==> src/rtl/dr_share_host_bridge.sv <==
// Host-side bridge: splits single-rail words into two dual-rail Boolean shares,
// drives them to the fabric with spacer/evaluate phasing, then completion-detects
// the returning shares and recombines them into a single-rail result.
module dr_share_host_bridge #(
    parameter int W       = 23,
    parameter int PRE_CYC = 2,
    parameter int STABLE  = 2,
    parameter int TIMEOUT = 255
) (
    input  logic         CLK,
    input  logic         resetn,
    input  logic         s_valid,
    output logic         s_ready,
    input  logic [W-1:0] s_data,
    input  logic [W-1:0] s_mask,
    output logic         m_valid,
    input  logic         m_ready,
    output logic [W-1:0] m_data,
    output logic         m_err,
    output logic [W-1:0] to_fab_0t,
    output logic [W-1:0] to_fab_0f,
    output logic [W-1:0] to_fab_1t,
    output logic [W-1:0] to_fab_1f,
    input  logic [W-1:0] from_fab_0t,
    input  logic [W-1:0] from_fab_0f,
    input  logic [W-1:0] from_fab_1t,
    input  logic [W-1:0] from_fab_1f,
    output logic [W-1:0] to_fab_oeb
);

    localparam int PW = (PRE_CYC > 1) ? $clog2(PRE_CYC + 1) : 1;
    localparam int SW = (STABLE > 1) ? $clog2(STABLE + 1) : 1;
    localparam int TW = $clog2(TIMEOUT + 1);
    localparam logic [PW-1:0] PRE_LAST  = PW'(PRE_CYC - 1);
    localparam logic [SW-1:0] STAB_LAST = SW'(STABLE - 1);
    localparam logic [TW-1:0] TO_LAST   = TW'(TIMEOUT - 1);

    typedef enum logic [2:0] {
        S_IDLE,
        S_PRE,
        S_EVAL,
        S_WAIT_EVAL,
        S_WAIT_SPACER,
        S_DONE
    } state_t;

    state_t        r_state;
    state_t        w_next;
    logic [PW-1:0] r_pre_cnt, w_pre_nxt;
    logic [SW-1:0] r_stab_cnt, w_stab_nxt;
    logic [TW-1:0] r_to_cnt, w_to_nxt;
    logic [W-1:0]  r_sh0, r_sh1;
    logic [W-1:0]  r_in_0t, r_in_0f, r_in_1t, r_in_1f;
    logic [W-1:0]  r_to_0t, r_to_0f, r_to_1t, r_to_1f;
    logic [W-1:0]  r_oeb;
    logic [W-1:0]  r_m_data;
    logic          r_m_err;
    logic          r_err;
    logic          r_s_ready;
    logic          w_accept, w_capture, w_finish, w_timeout;
    logic          w_in_wait, w_err_now, w_drive_nxt;
    logic [W-1:0]  w_comp, w_spacer, w_illegal;

    assign w_comp    = (r_in_0t ^ r_in_0f) & (r_in_1t ^ r_in_1f);
    assign w_spacer  = ~(r_in_0t | r_in_0f | r_in_1t | r_in_1f);
    assign w_illegal = (r_in_0t & r_in_0f) | (r_in_1t & r_in_1f);

    assign w_in_wait   = (r_state == S_WAIT_EVAL) || (r_state == S_WAIT_SPACER);
    assign w_err_now   = r_err | (w_in_wait & (|w_illegal));
    assign w_drive_nxt = (w_next == S_EVAL) || (w_next == S_WAIT_EVAL);

    assign s_ready    = r_s_ready;
    assign m_valid    = (r_state == S_DONE);
    assign m_data     = r_m_data;
    assign m_err      = r_m_err;
    assign to_fab_0t  = r_to_0t;
    assign to_fab_0f  = r_to_0f;
    assign to_fab_1t  = r_to_1t;
    assign to_fab_1f  = r_to_1f;
    assign to_fab_oeb = r_oeb;

    // Next-state logic: phase sequencing, stability and timeout counting
    always_comb begin
        w_next     = r_state;
        w_pre_nxt  = r_pre_cnt;
        w_stab_nxt = r_stab_cnt;
        w_to_nxt   = r_to_cnt;
        w_accept   = 1'b0;
        w_capture  = 1'b0;
        w_finish   = 1'b0;
        w_timeout  = 1'b0;
        case (r_state)
            S_IDLE: begin
                if (s_valid && r_s_ready) begin
                    w_accept  = 1'b1;
                    w_pre_nxt = '0;
                    w_next    = S_PRE;
                end
            end
            S_PRE: begin
                if (r_pre_cnt == PRE_LAST) begin
                    w_next = S_EVAL;
                end else begin
                    w_pre_nxt = r_pre_cnt + 1'b1;
                end
            end
            S_EVAL: begin
                w_stab_nxt = '0;
                w_to_nxt   = '0;
                w_next     = S_WAIT_EVAL;
            end
            S_WAIT_EVAL: begin
                w_to_nxt = r_to_cnt + 1'b1;
                if (r_to_cnt == TO_LAST) begin
                    w_timeout = 1'b1;
                    w_next    = S_DONE;
                end else if (&w_comp) begin
                    if (r_stab_cnt == STAB_LAST) begin
                        w_capture  = 1'b1;
                        w_stab_nxt = '0;
                        w_to_nxt   = '0;
                        w_next     = S_WAIT_SPACER;
                    end else begin
                        w_stab_nxt = r_stab_cnt + 1'b1;
                    end
                end else begin
                    w_stab_nxt = '0;
                end
            end
            S_WAIT_SPACER: begin
                w_to_nxt = r_to_cnt + 1'b1;
                if (r_to_cnt == TO_LAST) begin
                    w_timeout = 1'b1;
                    w_next    = S_DONE;
                end else if (&w_spacer) begin
                    if (r_stab_cnt == STAB_LAST) begin
                        w_finish   = 1'b1;
                        w_stab_nxt = '0;
                        w_next     = S_DONE;
                    end else begin
                        w_stab_nxt = r_stab_cnt + 1'b1;
                    end
                end else begin
                    w_stab_nxt = '0;
                end
            end
            S_DONE: begin
                if (m_ready) begin
                    w_next = S_IDLE;
                end
            end
            default: w_next = S_IDLE;
        endcase
    end

    // State, counters, share latches, registered pin drivers and result capture
    always_ff @(posedge CLK) begin
        if (!resetn) begin
            r_state    <= S_IDLE;
            r_pre_cnt  <= '0;
            r_stab_cnt <= '0;
            r_to_cnt   <= '0;
            r_sh0      <= '0;
            r_sh1      <= '0;
            r_in_0t    <= '0;
            r_in_0f    <= '0;
            r_in_1t    <= '0;
            r_in_1f    <= '0;
            r_to_0t    <= '0;
            r_to_0f    <= '0;
            r_to_1t    <= '0;
            r_to_1f    <= '0;
            r_oeb      <= '1;
            r_m_data   <= '0;
            r_m_err    <= 1'b0;
            r_err      <= 1'b0;
            r_s_ready  <= 1'b0;
        end else begin
            r_state    <= w_next;
            r_pre_cnt  <= w_pre_nxt;
            r_stab_cnt <= w_stab_nxt;
            r_to_cnt   <= w_to_nxt;
            r_in_0t    <= from_fab_0t;
            r_in_0f    <= from_fab_0f;
            r_in_1t    <= from_fab_1t;
            r_in_1f    <= from_fab_1f;
            r_s_ready  <= (w_next == S_IDLE);
            r_oeb      <= (w_next == S_IDLE) ? '1 : '0;
            r_to_0t    <= w_drive_nxt ? r_sh0 : '0;
            r_to_0f    <= w_drive_nxt ? ~r_sh0 : '0;
            r_to_1t    <= w_drive_nxt ? r_sh1 : '0;
            r_to_1f    <= w_drive_nxt ? ~r_sh1 : '0;
            if (w_accept) begin
                r_sh0 <= s_data ^ s_mask;
                r_sh1 <= s_mask;
                r_err <= 1'b0;
            end else if (w_in_wait) begin
                r_err <= w_err_now;
            end
            if (w_timeout) begin
                r_m_data <= '0;
                r_m_err  <= 1'b1;
            end else begin
                if (w_capture) begin
                    r_m_data <= r_in_0t ^ r_in_1t;
                end
                if (w_finish) begin
                    r_m_err <= w_err_now;
                end
            end
        end
    end

endmodule
==> config.mk <==
export PLATFORM = sky130hd
export DESIGN_NAME = dr_share_host_bridge
export DESIGN_NICKNAME = d
export VERILOG_FILES = /design/src/rtl/dr_share_host_bridge.sv
export SDC_FILE = /design/constraint.sdc
export NUM_CORES = 1
export LEC_CHECK = 0
export CORE_ASPECT_RATIO = 1.1
export CORE_MARGIN = 5
export CORE_UTILIZATION = 50
export CTS_BUF_LIST = sky130_fd_sc_hd__clkbuf_4
export DETAILED_ROUTE_END_ITERATION = 7
export GPL_ROUTABILITY_DRIVEN = 0
export PLACE_DENSITY = 0.89
export SKIP_CTS_REPAIR_TIMING = 1
export SYNTH_ARGS = -nofsm -noshare
export SYNTH_HDL_FRONTEND = slang
export SYNTH_SLANG_ARGS = --single-unit
==> constraint.sdc <==
create_clock -name CLK -period 2.5 [get_ports CLK]
set_input_delay 0.625 -clock CLK [delete_from_list [all_inputs] [get_ports CLK]]
set_output_delay 0.625 -clock CLK [all_outputs]
set_load 0.005 [all_outputs]
## Word level (Yosys, flattened, before mapping)

Index checks and enable logic that the tools add are counted.

| operators by class | value |
|---|---|
| reductions and logical operators | 17 |
| bitwise logic cells | 17 |
| mux-type cells | 37 |
| equal/unequal tests | 14 |
| $add $sub $neg | 3 |

Operators with widths:

| operator | count |
|---|---|
| OR 23 bit | 4 |
| bitwise XOR 23 bit | 4 |
| bitwise AND 23 bit | 3 |
| inverter 23 bit | 3 |
| AND reduction 23 bit | 2 |
| 2-to-1 mux 3 bit | 9 |
| 2-to-1 mux 8 bit | 3 |
| case mux 8 bit (3 select lines) | 1 |
| 2-to-1 mux 23 bit | 1 |
| OR reduction 23 bit | 1 |
| case mux 3 bit (6 select lines) | 1 |
| 2-to-1 mux 2 bit | 7 |
| 2-to-1 mux 1 bit | 13 |
| == test 3 x 2 -> 1 bit, second input constant | 4 |
| adder 8 x 1 -> 8 bit, second input constant | 1 |
| == test 8 bit, second input constant | 1 |
| != test 2 bit, second input constant | 4 |
| == test 3 bit, second input constant | 2 |
| logical NOT 3 bit | 2 |
| case mux 2 bit (3 select lines) | 1 |
| AND reduction 3 bit | 2 |
| OR reduction 2 bit | 3 |
| adder 2 x 1 -> 2 bit, second input constant | 2 |
| == test 2 x 1 -> 1 bit, second input constant | 2 |
| 10 further kinds | 12 |

| word-level totals | value |
|---|---|
| output and inout port bits | 141 |
| logic and storage cells | 107 |
| bits in registers | 294 |
| input port bits | 142 |

## Logic depth before layout (Yosys ltp)

| logic depth | value |
|---|---|
| depth after elaboration | 11 |
| depth in mapped cells | 10 |
| mapped depth without buffers | 8 |

## Least setup slack after synthesis

OpenSTA, ideal clock, no wires.

| timing | value |
|---|---|
| path type | register -> register |
| from | register r_in_0t[1] |
| to | register r_to_0t[0], in the netlist to_fab_0t[0] |
| path slack | 382 ps |
| library setup time | 115 ps |
| stages on the path, launching flop included | 10 |
| arrival | 2002 ps |
| path buffers | 2 |
| cell sequence | dfxtp_1 inv_1 ha_1 nand4_1 nor4_2 nand4_2 a31o_2 clkbuf_2 clkbuf_1 and3_1 |

| on the way | value |
|---|---|
| longest elaborated chain between the ends | 11 |
| elaborated cells between the ends (all ways) | 17 |
| classes of those cells | eq/ne: 2; mux: 5; bitwise: 6; reduce/logical: 4 |

Ends and longest elaborated chain:

| what | RTL line | RTL |
|---|---|---|
| start, declared | 53 | `logic [W-1:0] r_in_0t, r_in_0f, r_in_1t, r_in_1f;` |
| start signal, assigned | 183 | `r_in_0t <= from_fab_0t;` |
| OR 23 bit (3 in a row) | 65 | `assign w_spacer = ~(r_in_0t \| r_in_0f \| r_in_1t \| r_in_1f);` |
| inverter 23 bit | 65 |  |
| AND reduction 23 bit | 135 | `end else if (&w_spacer) begin` |
| 2-to-1 mux 3 bit | 135 |  |
| 2-to-1 mux 3 bit | 132 | `if (r_to_cnt == TO_LAST) begin` |
| case mux 3 bit (6 select lines) (*) | 92 | `case (r_state)` |
| == test 3 x 2 -> 1 bit | 70 | `assign w_drive_nxt = (w_next == S_EVAL) \|\| (w_next == S_WAIT_EVAL);` |
| logical OR 1 bit (*) | 70 |  |
| AND reduction 2 bit (no source line) (*) | n/a |  |
| end signal, assigned | 189 | `r_to_0t <= w_drive_nxt ? r_sh0 : '0;` |
| end, declared | 54 | `logic [W-1:0] r_to_0t, r_to_0f, r_to_1t, r_to_1f;` |

Every way passes the cells marked *; elsewhere a longest branch is shown, timed or not.
A chain may end at the register's enable or synchronous reset.

## Final worst setup path

| timing | value |
|---|---|
| from | register r_in_0t[9] |
| to | register r_to_0f[0], in the netlist to_fab_0f[0] |

| on the way | value |
|---|---|
| longest elaborated chain between the ends | 11 |
| elaborated cells between the ends (all ways) | 17 |
| classes of those cells | eq/ne: 2; mux: 5; bitwise: 6; reduce/logical: 4 |

Ends and longest elaborated chain:

| what | RTL line | RTL |
|---|---|---|
| OR 23 bit (3 in a row) | 65 |  |
| inverter 23 bit | 65 |  |
| AND reduction 23 bit | 135 |  |
| 2-to-1 mux 3 bit | 135 |  |
| 2-to-1 mux 3 bit | 132 |  |
| case mux 3 bit (6 select lines) (*) | 92 |  |
| == test 3 x 2 -> 1 bit | 70 |  |
| logical OR 1 bit (*) | 70 |  |
| AND reduction 2 bit (no source line) (*) | n/a |  |
| end signal, assigned | 190 | `r_to_0f <= w_drive_nxt ? ~r_sh0 : '0;` |
| end, declared | 54 |  |

Marked as above.

==> out/metrics.cfg <==
[route]
via_per_inst=5.10
routed_wl_mm=28.4
wl_per_cell_um=17.7
drt_iter0_drc=339
dr.pass1.iters=5
drc=0
via_count=8188
drt.antenna.violating_nets=0

[die]
core_area_mm2=0.0200
placementRows=54
initial_core_util_pct=51.2
die_h_um=160
io_pins=283
dieArea_mm2=0.0234
die_w_um=146

[synthesis]
synth_top_area_share_pct=53.2
synthDistinctLibCells=47
syn_inst=1012
yosysTopAreaCell=dfxtp_1
syn_area_mm2=0.0102
synth-seq-cells=272
postSynthAreaPerCell_um2=10.1
syn_nets=1226
seq_area_frac_synth_pct=53.2
ys_warn_count=0
netlist_top_cells_area=dfxtp_1, ha_1, and2_1

[cells_and_area]
regArea_mm2=0.00546
stdcell_count=1607
fin_util_pct=70.4
area_growth_pct=37.5
multiInputGateArea_mm2=0.00426
nets=1520
fillers=1336
drive_gt1_share_pct=11.1

[pwr]
leakagePower_nw=5.87
max-vdd-ir-drop_mv=0.584
power_mw=11.8
powerDensity_mw_per_mm2=840

[sta]
fin_skew_ns=0.0575
hold_violations=0
timing.hold.ws_ns=0.409
setup_viol=0
fmax_mhz=418
fin_crit_ns=2.39
worst_slack_ns=0.107
worstMarginPinSlew_ns=0.582
relSlewSlack_pct=61.1
slew_viol_final=0
period_share_pct=95.7

[critical_path]
critPathSlowestCell=dfxtp_1
end_kind=flop
worstPathArrival_ns=2.88
crit_chain=inv_1 > ha_1 > nand2_1 > nor4_4 > nand4_4 > a31o_2 > nand2_1 > buf_12 > nor2_1
crit_top_cell=nand2_1
cp.required_ns=2.99
max_stage_delay_ns=0.39
path_class=reg2reg
critPathMaxFanout=47
worstSetupStartpointType=flop

[cts]
cts-root-buf=clkbuf_4
cts_max_path_buffers=3
cts_tree=yes
cts.sinks=272
path_clk_slew_ns=0.06
cts-buffers-inserted=69
htreeDepth=3
clk_latency_ns=0.66

[placed_design]
numPortBuffers=282
dp_cells=1487
hpwlAfterDp_mm=20.3
dpl_worst_slack_ns=-0.00630

[status]
status=complete, no violations

[flow_run]
maxCapViolCount=0

[grt]
grt_pass1_vias=8582
grt_max_degree=70
grt_pass1_wl_mm=44.4
antenna_found_initial=1
grt_use_total_pct=23.7
grt-ovfl-total=0

[hold_path]
hp-class=reg2reg

[critical path, delay by kind of cell, from the launching register on]
kind                       cells  cell delay (ns)
and+or+nand+nor                5             0.90
buffers and inverters          2             0.31
AOI/OAI and AO/OA              1             0.32
adders and majority gates      1             0.31
DFF                            1             0.39
[layer usage]
metal  vias to the layer above  global-route usage, %  share of wire, %  wire length (um)
li1                       3976                      -                 -                 -
met1                      3814                   25.2                37             10500
met2                       351                   41.0                49             14100
met3                        47                   11.3                11              3260
met4                         0                   8.81               2.3               643
met5                         -                      0                 0                 0
[registers in the layout, summed over array words and instances (netlist names), 2 cells and up]
name,flops
r_in_0t,23
r_sh0,23
r_in_1f,23
to_fab_0t,23
r_sh1,23
r_state,3
to_fab_1t,23
r_to_cnt,8
to_fab_0f,23
to_fab_1f,23
r_stab_cnt,2
r_in_0f,23
r_pre_cnt,2
m_data,23
r_in_1t,23
[path summary, 6_finish.rpt]
check	to	slack (ns)	startpoint	depth (start not counted)
max reg2reg	to_fab_0f[0]$_SDFF_PN0_	0.11	r_in_0t[9]$_SDFF_PN0_	9
max	to_fab_0f[0]$_SDFF_PN0_	0.11	r_in_0t[9]$_SDFF_PN0_	9
min	to_fab_1f[15]$_SDFF_PN0_	0.41	r_sh1[15]$_SDFFE_PN0P_	1
min reg2reg	to_fab_1f[15]$_SDFF_PN0_	0.41	r_sh1[15]$_SDFFE_PN0P_	1
[power breakdown]
part	total (mW)	internal, mW	switching (mW)	leakage (nW)
combinational	2.77	1.50	1.28	3.14
clock	3.70	1.94	1.76	0.504
sequential	5.34	4.96	0.386	2.23
total	11.8	8.39	3.42	5.87
[layout make-up]
class / instances / share of cell area (%)
sequential: 272 / 38.8
multi-input combinational: 617 / 30.3
timing repair buffer: 295 / 21.3
clock buffer: 93 / 4.96
tap: 252 / 2.24
inverter: 51 / 1.36
clock inverter: 26 / 1.08
antenna: 1 / 0.0178
[synthesized netlist by cell type (all sizes together)]
| cell | count |
|---|---|
| xnor2 | 48 |
| a21oi | 30 |
| a31o | 2 |
| or2 | 3 |
| and3b | 1 |
| or3b | 1 |
| clkbuf | 36 |
| nand3b | 2 |
| a221oi | 1 |
| ha | 72 |
| nand4 | 25 |
| or4 | 1 |
| and4 | 2 |
| a31oi | 3 |
| nand2 | 61 |
| o21a | 1 |
| a21o | 2 |
| a22oi | 2 |
| inv | 51 |
| a211oi | 46 |
| and2 | 93 |
| o21ai | 4 |
| nor4 | 20 |
| nor2 | 109 |
| mux2i | 2 |
| o32a | 1 |
| nand3 | 6 |
| o21bai | 1 |
| nor3 | 7 |
| dfxtp | 272 |
| o31ai | 2 |
| nor2b | 4 |
| xor2 | 4 |
| o211ai | 1 |
| nand2b | 3 |
| buf | 36 |
| nor4b | 7 |
| and3 | 50 |
[stage by stage]
stage,setup TNS (ns),area [um^2]
global route,-0.00488,14100
CTS,-5.13,14000
floorplan,0,10200
finish,0,14100
detailed placement,-0.00630,13200
global placement,0,13200
[cell usage in the layout, fill, tap and decap left out, types with 3 or more instances in the layout]
cell type | netlist | routed
a211oi_1 | 29 | 29
clkbuf_4 | 0 | 93
nor3_1 | 6 | 4
clkdlybuf4s50_1 | 0 | 280
clkinv_1 | 0 | 20
nand4_1 | 24 | 24
a211oi_2 | 17 | 17
xnor2_1 | 48 | 48
nand3_1 | 6 | 6
or2_2 | 3 | 3
nand2b_1 | 3 | 3
buf_12 | 0 | 6
buf_4 | 27 | 8
and2_1 | 93 | 93
xor2_1 | 4 | 4
and3_1 | 50 | 50
a31oi_1 | 3 | 3
inv_2 | 1 | 4
nor4_4 | 0 | 3
nor2_1 | 109 | 109
nand2_1 | 61 | 61
a21oi_1 | 30 | 30
nor4b_1 | 7 | 7
dfxtp_4 | 0 | 3
o21ai_0 | 3 | 3
ha_1 | 72 | 72
nor2b_1 | 4 | 4
dfxtp_1 | 272 | 268
inv_1 | 50 | 50
nor4_1 | 17 | 16
[cell families after synthesis]
group | count (synthesis) | share of synthesized area, %
simple gates | 395 | 20.5
flops | 272 | 53.2
buf+inv | 123 | 5.75
compound gates | 96 | 7.07
fa+ha+maj | 72 | 8.81
xor+xnor | 52 | 4.45
mux | 2 | 0.196
No activity file was read; power rests on OpenSTA's default activity.
==> RTL edit 1 (same flow settings) <==
Change the parameter `STABLE` from 2 to 4.
--- a/src/rtl/dr_share_host_bridge.sv
+++ b/src/rtl/dr_share_host_bridge.sv
@@ -6,3 +6,3 @@
     parameter int PRE_CYC = 2,
-    parameter int STABLE  = 2,
+    parameter int STABLE  = 4,
     parameter int TIMEOUT = 255
Behaviour: not the same (a bounded check fails within 10 cycles, from zero or initial values and one cycle with resetn low).
==> RTL edit 1 against the original RTL <==
  * Total power up 5.9%
  * Sequential power grew 1%
  * Wire length rose by 13%
  * Maximum frequency down 3.1%
  * Count of clock-buffer cells in the layout fell by 4
  * Synthesized area is 2.2% higher
  * Setup slack got worse by 0.076 ns
  * Cell area up 2.7%
  * Sequential cell count up 1
  * Final cell count rose by 2.7%
  * Global-route usage up 1.2 points
  * Critical path type unchanged
  * Largest cell class unchanged
  * Highest routed layer unchanged
==> RTL edit 1: results (changes against the original RTL) <==
| Metric | Value |
|---|---|
| Largest cells by area after synthesis | dfxtp_1, ha_1, and2_1 |
| M2 GR Usage | 43.4% (+2.4 points) |
| Signal buffers share of area | 21.7% (+0.43 points) |
| Clock network area share | 5.86% (-0.18 points) |
| Status | completed |
| Post-DR wirelength/cell | 19.5 um (+10%) |
| Die area | 23900 um^2 (+2.0%) |
| Clock skew | 0.0575 ns (-0.0000157 ns) |
| Metal2 WL | 15800 um (+12%) |
| Sequential share of cell area | 37.9% (-0.85 points) |
| CP max stage delay | 0.36 ns (-0.03 ns) |
| DR iter-0 viols | 475 (+40%) |
| Proportion of synthesized area in mux cells | 0.0958% (-0.10 points) |
| Maximum vdd drop | 379 uV (-35%) |
| Post-detail-place hpwl | 22100 um (+8.6%) |
| Adder-cell area share of the yosys netlist | 8.74% (-0.069 points) |
| Synth cell types | 52 (+11%) |
| Slew HR | 21.3% (-40 points) |
| Commonest cells post-synth | dfxtp_1, and2_1, ha_1 |
| Comb power | 3.40 mW (+23%) |
| Power share of the clock group | 29.6% (-1.7 points) |
| Post-synthesis sequential area ratio | 52.3% (-0.95 points) |
| Reg2reg setup slack | 0.03 ns (-0.08 ns) |
| Total GRT Usage | 24.9% (+1.2 points) |
| Dpl cell area | 13400 um^2 (+1.9%) |
| Worst r2r path cells | 11 (+2) |
| Initial DRT Pass Iterations | 7 (+2) |
| Met3 WL post-DR | 3160 um (-3.1%) |
| Met3 global-route usage | 7.06% (-4.2 points) |
| #MultiIn Comb | 641 (+3.9%) |
| Worst-path cell with the longest stage delay | dfxtp_2 |
| Placed insts | 1525 (+2.6%) |
| Post-synthesis compound-gate area fraction | 7.07% (about the same) |
| Multi-input gate area | 4470 um^2 (+4.9%) |
| Share of the core filled with cells | 70.2% (-0.13 points) |
| Setup crit end | to_fab_1f[0] |
| DP Worst Slack | 0.0124 ns (+0.0187 ns) |
| M1 WL | 11800 um (+13%) |
| Detailed Route WL | 32200 um (+13%) |
| RR Endpoint | to_fab_1f[0] |
| Leakage | 5.85 nW (-0.31%) |
| Fillers | 1405 (+5.2%) |
[RTL edit 1: kinds of logic after synthesis]
logic type	count (synthesis)
AND/OR/NAND/NOR	390
multiplexers	1
adder cells (fa/ha/maj)	73
XOR/XNOR	52
buffers and inverters	139
flip-flops	273
AO/OA/AOI/OAI	123
[RTL edit 1: worst min-delay path, delay by kind of cell]
| kind | cells | cell delay (ns) |
|---|---|---|
| AND/OR/NAND/NOR | 1 | 0.07 |
| buffers and inverters | 2 | 0.22 |
[RTL edit 1: worst min path at each step]
| stage | slack (ns) | start | end | cells after the start |
|---|---|---|---|---|
| detailed placement | 0.43 | r_sh0[8] | to_fab_0f[8] | 1 |
| global placement | 0.42 | r_sh0[3] | to_fab_0f[3] | 1 |
| CTS | 0.28 | resetn | r_state[1] | 3 |
| floorplan | 0.42 | r_sh1[0] | to_fab_1f[0] | 1 |
| finish | 0.30 | resetn | r_state[1] | 3 |
| global route | 0.27 | resetn | r_state[1] | 3 |
==> RTL edit 2 (same settings) <==
Made on the original files. Encoding of `state_t`: now Gray code (3 bits for 6 states).
--- a/src/rtl/dr_share_host_bridge.sv
+++ b/src/rtl/dr_share_host_bridge.sv
@@ -38,8 +38,8 @@
     typedef enum logic [2:0] {
-        S_IDLE,
-        S_PRE,
-        S_EVAL,
-        S_WAIT_EVAL,
-        S_WAIT_SPACER,
-        S_DONE
+        S_IDLE        = 3'b000,
+        S_PRE         = 3'b001,
+        S_EVAL        = 3'b011,
+        S_WAIT_EVAL   = 3'b010,
+        S_WAIT_SPACER = 3'b110,
+        S_DONE        = 3'b111
     } state_t;
Check against the original RTL: no difference found for any inputs over 4 cycles, from zero or initial values and one cycle with resetn low; so few cycles prove little.
==> RTL edit 2 against the original RTL <==
  * Setup slack better by 0.022 ns
  * Final cell count is 5.0% higher
  * First-iteration DRC count is 65% higher
  * Wire length is 14% higher
  * Synthesized area is 9.8% higher
  * Sequential cell count stayed put
  * Sequential share of layout area is 2.6 points lower
  * Cell area is 7.2% higher
  * Largest cell class unchanged
Power is not compared: it rests on default switching activity, and its combinational part moved more than twofold at a synthesized area within 25%.
==> RTL edit 2: results (changes against the original RTL) <==
| Metric | Value |
|---|---|
| Largest cells by area after synthesis | dfxtp_1, ha_1, and2_1 |
| Max Cap Violations | 0 (unchanged) |
| Total GRT Usage | 24.4% (+0.70 points) |
| Hold Slack | 0.313 ns (-0.0959 ns) |
| Clock skew | 0.0433 ns (-0.0142 ns) |
| Nets@finish | 1561 (+2.7%) |
| Status | completed |
| Synth cell types | 53 (+13%) |
| Yosys top cell area share | 48.5% (-4.7 points) |
| Vias in the first global route | 9423 (+9.8%) |
| Clock latency at the later pin of the worst-skew pair | 0.67 ns |
| Syn_nets | 1275 (+4.0%) |
| Worst hold path depth | 2 (+1) |
| YS warnings | 0 (unchanged) |
| Worst hold path class | primary input to flop |
| # port buffers | 282 (unchanged) |
| Worst-path clk slew | 0.07 ns |
| CTS buffer count | 69 (unchanged) |
| Asr flop ratio synth | 0% (unchanged) |
| Commonest cells post-synth | dfxtp_1, and2_1, nand2_1 |
| RR Endpoint | to_fab_0t[2] |
| CP max FO | 57 (+21%) |
| Post-synthesis sequential area ratio | 48.5% (-4.7 points) |
| H-tree depth | 3 (unchanged) |
| Worst r2r path cells | 9 (unchanged) |
| Reg2reg setup slack | 0.13 ns (+0.02 ns) |
| Cell Count, Final, Fillers Out | 1688 (+5.0%) |
| Maximum vdd drop | 449 uV |
| Clk root buf | clkbuf_4 |
| Top_reg_cell synth | dfxtp_1 |
| Crit Path Class | flop to flop |
| Largest net degree at the start of global routing | 89 (+27%) |
| Dpl cell area | 14200 um^2 (+7.9%) |
| Launch point of the critical path | r_in_0t[18] |
| Initial DRT Pass Iterations | 5 (unchanged) |
| Layout cells sized above 1 | 14.7% (+3.7 points) |
| Detailed Route WL | 32400 um (+14%) |
| Initial antenna violation count | 4 (+3) |
| Syn Area/Cell | 10.6 um^2 (+4.7%) |
| Worst path arrival time | 2.88 ns (about the same) |
| Worst slew pin tran | 0.703 ns (+0.121 ns) |
| Post-detail-place hpwl | 23400 um (+15%) |
| First-pass GRT wire length | 50300 um (+13%) |
| Leakage | 6.06 nW |
| Clock buffer depth | 3 (unchanged) |
| Vias | 9067 (+11%) |
| DR iter-0 viols | 558 (+65%) |
-- RTL edit 2: power by group --
group	switching [mW]	internal, mW
combinational	0.381	0.532
clock	1.77	2.02
sequential	0.147	4.49
total	2.30	7.04
-- RTL edit 2: worst min-delay path by stage --
stage              start             to
6_report          resetn    r_to_cnt[1]
4_1_cts           resetn    r_to_cnt[1]
5_1_grt           resetn    r_to_cnt[1]
2_1_floorplan  r_sh0[10]  to_fab_0f[10]
3_5_place_dp    r_sh1[9]   to_fab_1f[9]
3_3_place_gp   r_sh0[10]  to_fab_0f[10]
-- RTL edit 2: critical path, stage by stage (launching register included) --
cell,delay [ns]
dfxtp_1,0.38
inv_1,0.07
ha_1,0.32
nand3_1,0.10
nor3_1,0.33
buf_4,0.20
nand4_1,0.14
nor3_4,0.24
buf_12,0.33
nor4b_2,0.10
-- RTL edit 2: stage by stage --
step | TNS, ns | setup slack (ns) | utilization [%]
after floorplan | 0 | 0.536 | -
after detailed placement | 0 | 0.0744 | 64.2
final | 0 | 0.129 | 68.2
after global routing | -0.0439 | -0.0249 | 68.2
after CTS | -3.61 | -0.160 | 68.1
after global placement | 0 | 0.187 | 64.2
-- RTL edit 2: final cells by class --
type                    instances  area [um^2]
diodes                          3         7.51
clock buffers                  92          691
clock inverters                22          171
fillers                      1586         7030
inverters                      51          191
multi-input cells             642         5040
flip-flops and latches        272         5450
well taps                     295          369
repair buffers                311         3160
-- RTL edit 2: routing by layer --
metal  vias to the layer above  routed length (um)  track usage (%)
met3                       107                3230             8.93
met1                      4253               12000             27.6
met2                       423               15400             39.8
met5                         -                   7                0
li1                       4282                   -                -
met4                         2                1660             14.0
-- RTL edit 2: cells by family (layout without fill, tap and decap cells) --
kind of cell | Yosys count | count (layout) | synth area share [%]
other | 0 | 3 | 0
AOI/OAI and AO/OA | 103 | 103 | 6.79
DFF | 272 | 272 | 48.5
xor gates and xnor gates | 48 | 48 | 3.74
buffers and inverters | 147 | 476 | 6.85
adders and majority gates | 72 | 72 | 8.02
and+or+nand+nor | 419 | 419 | 26.1
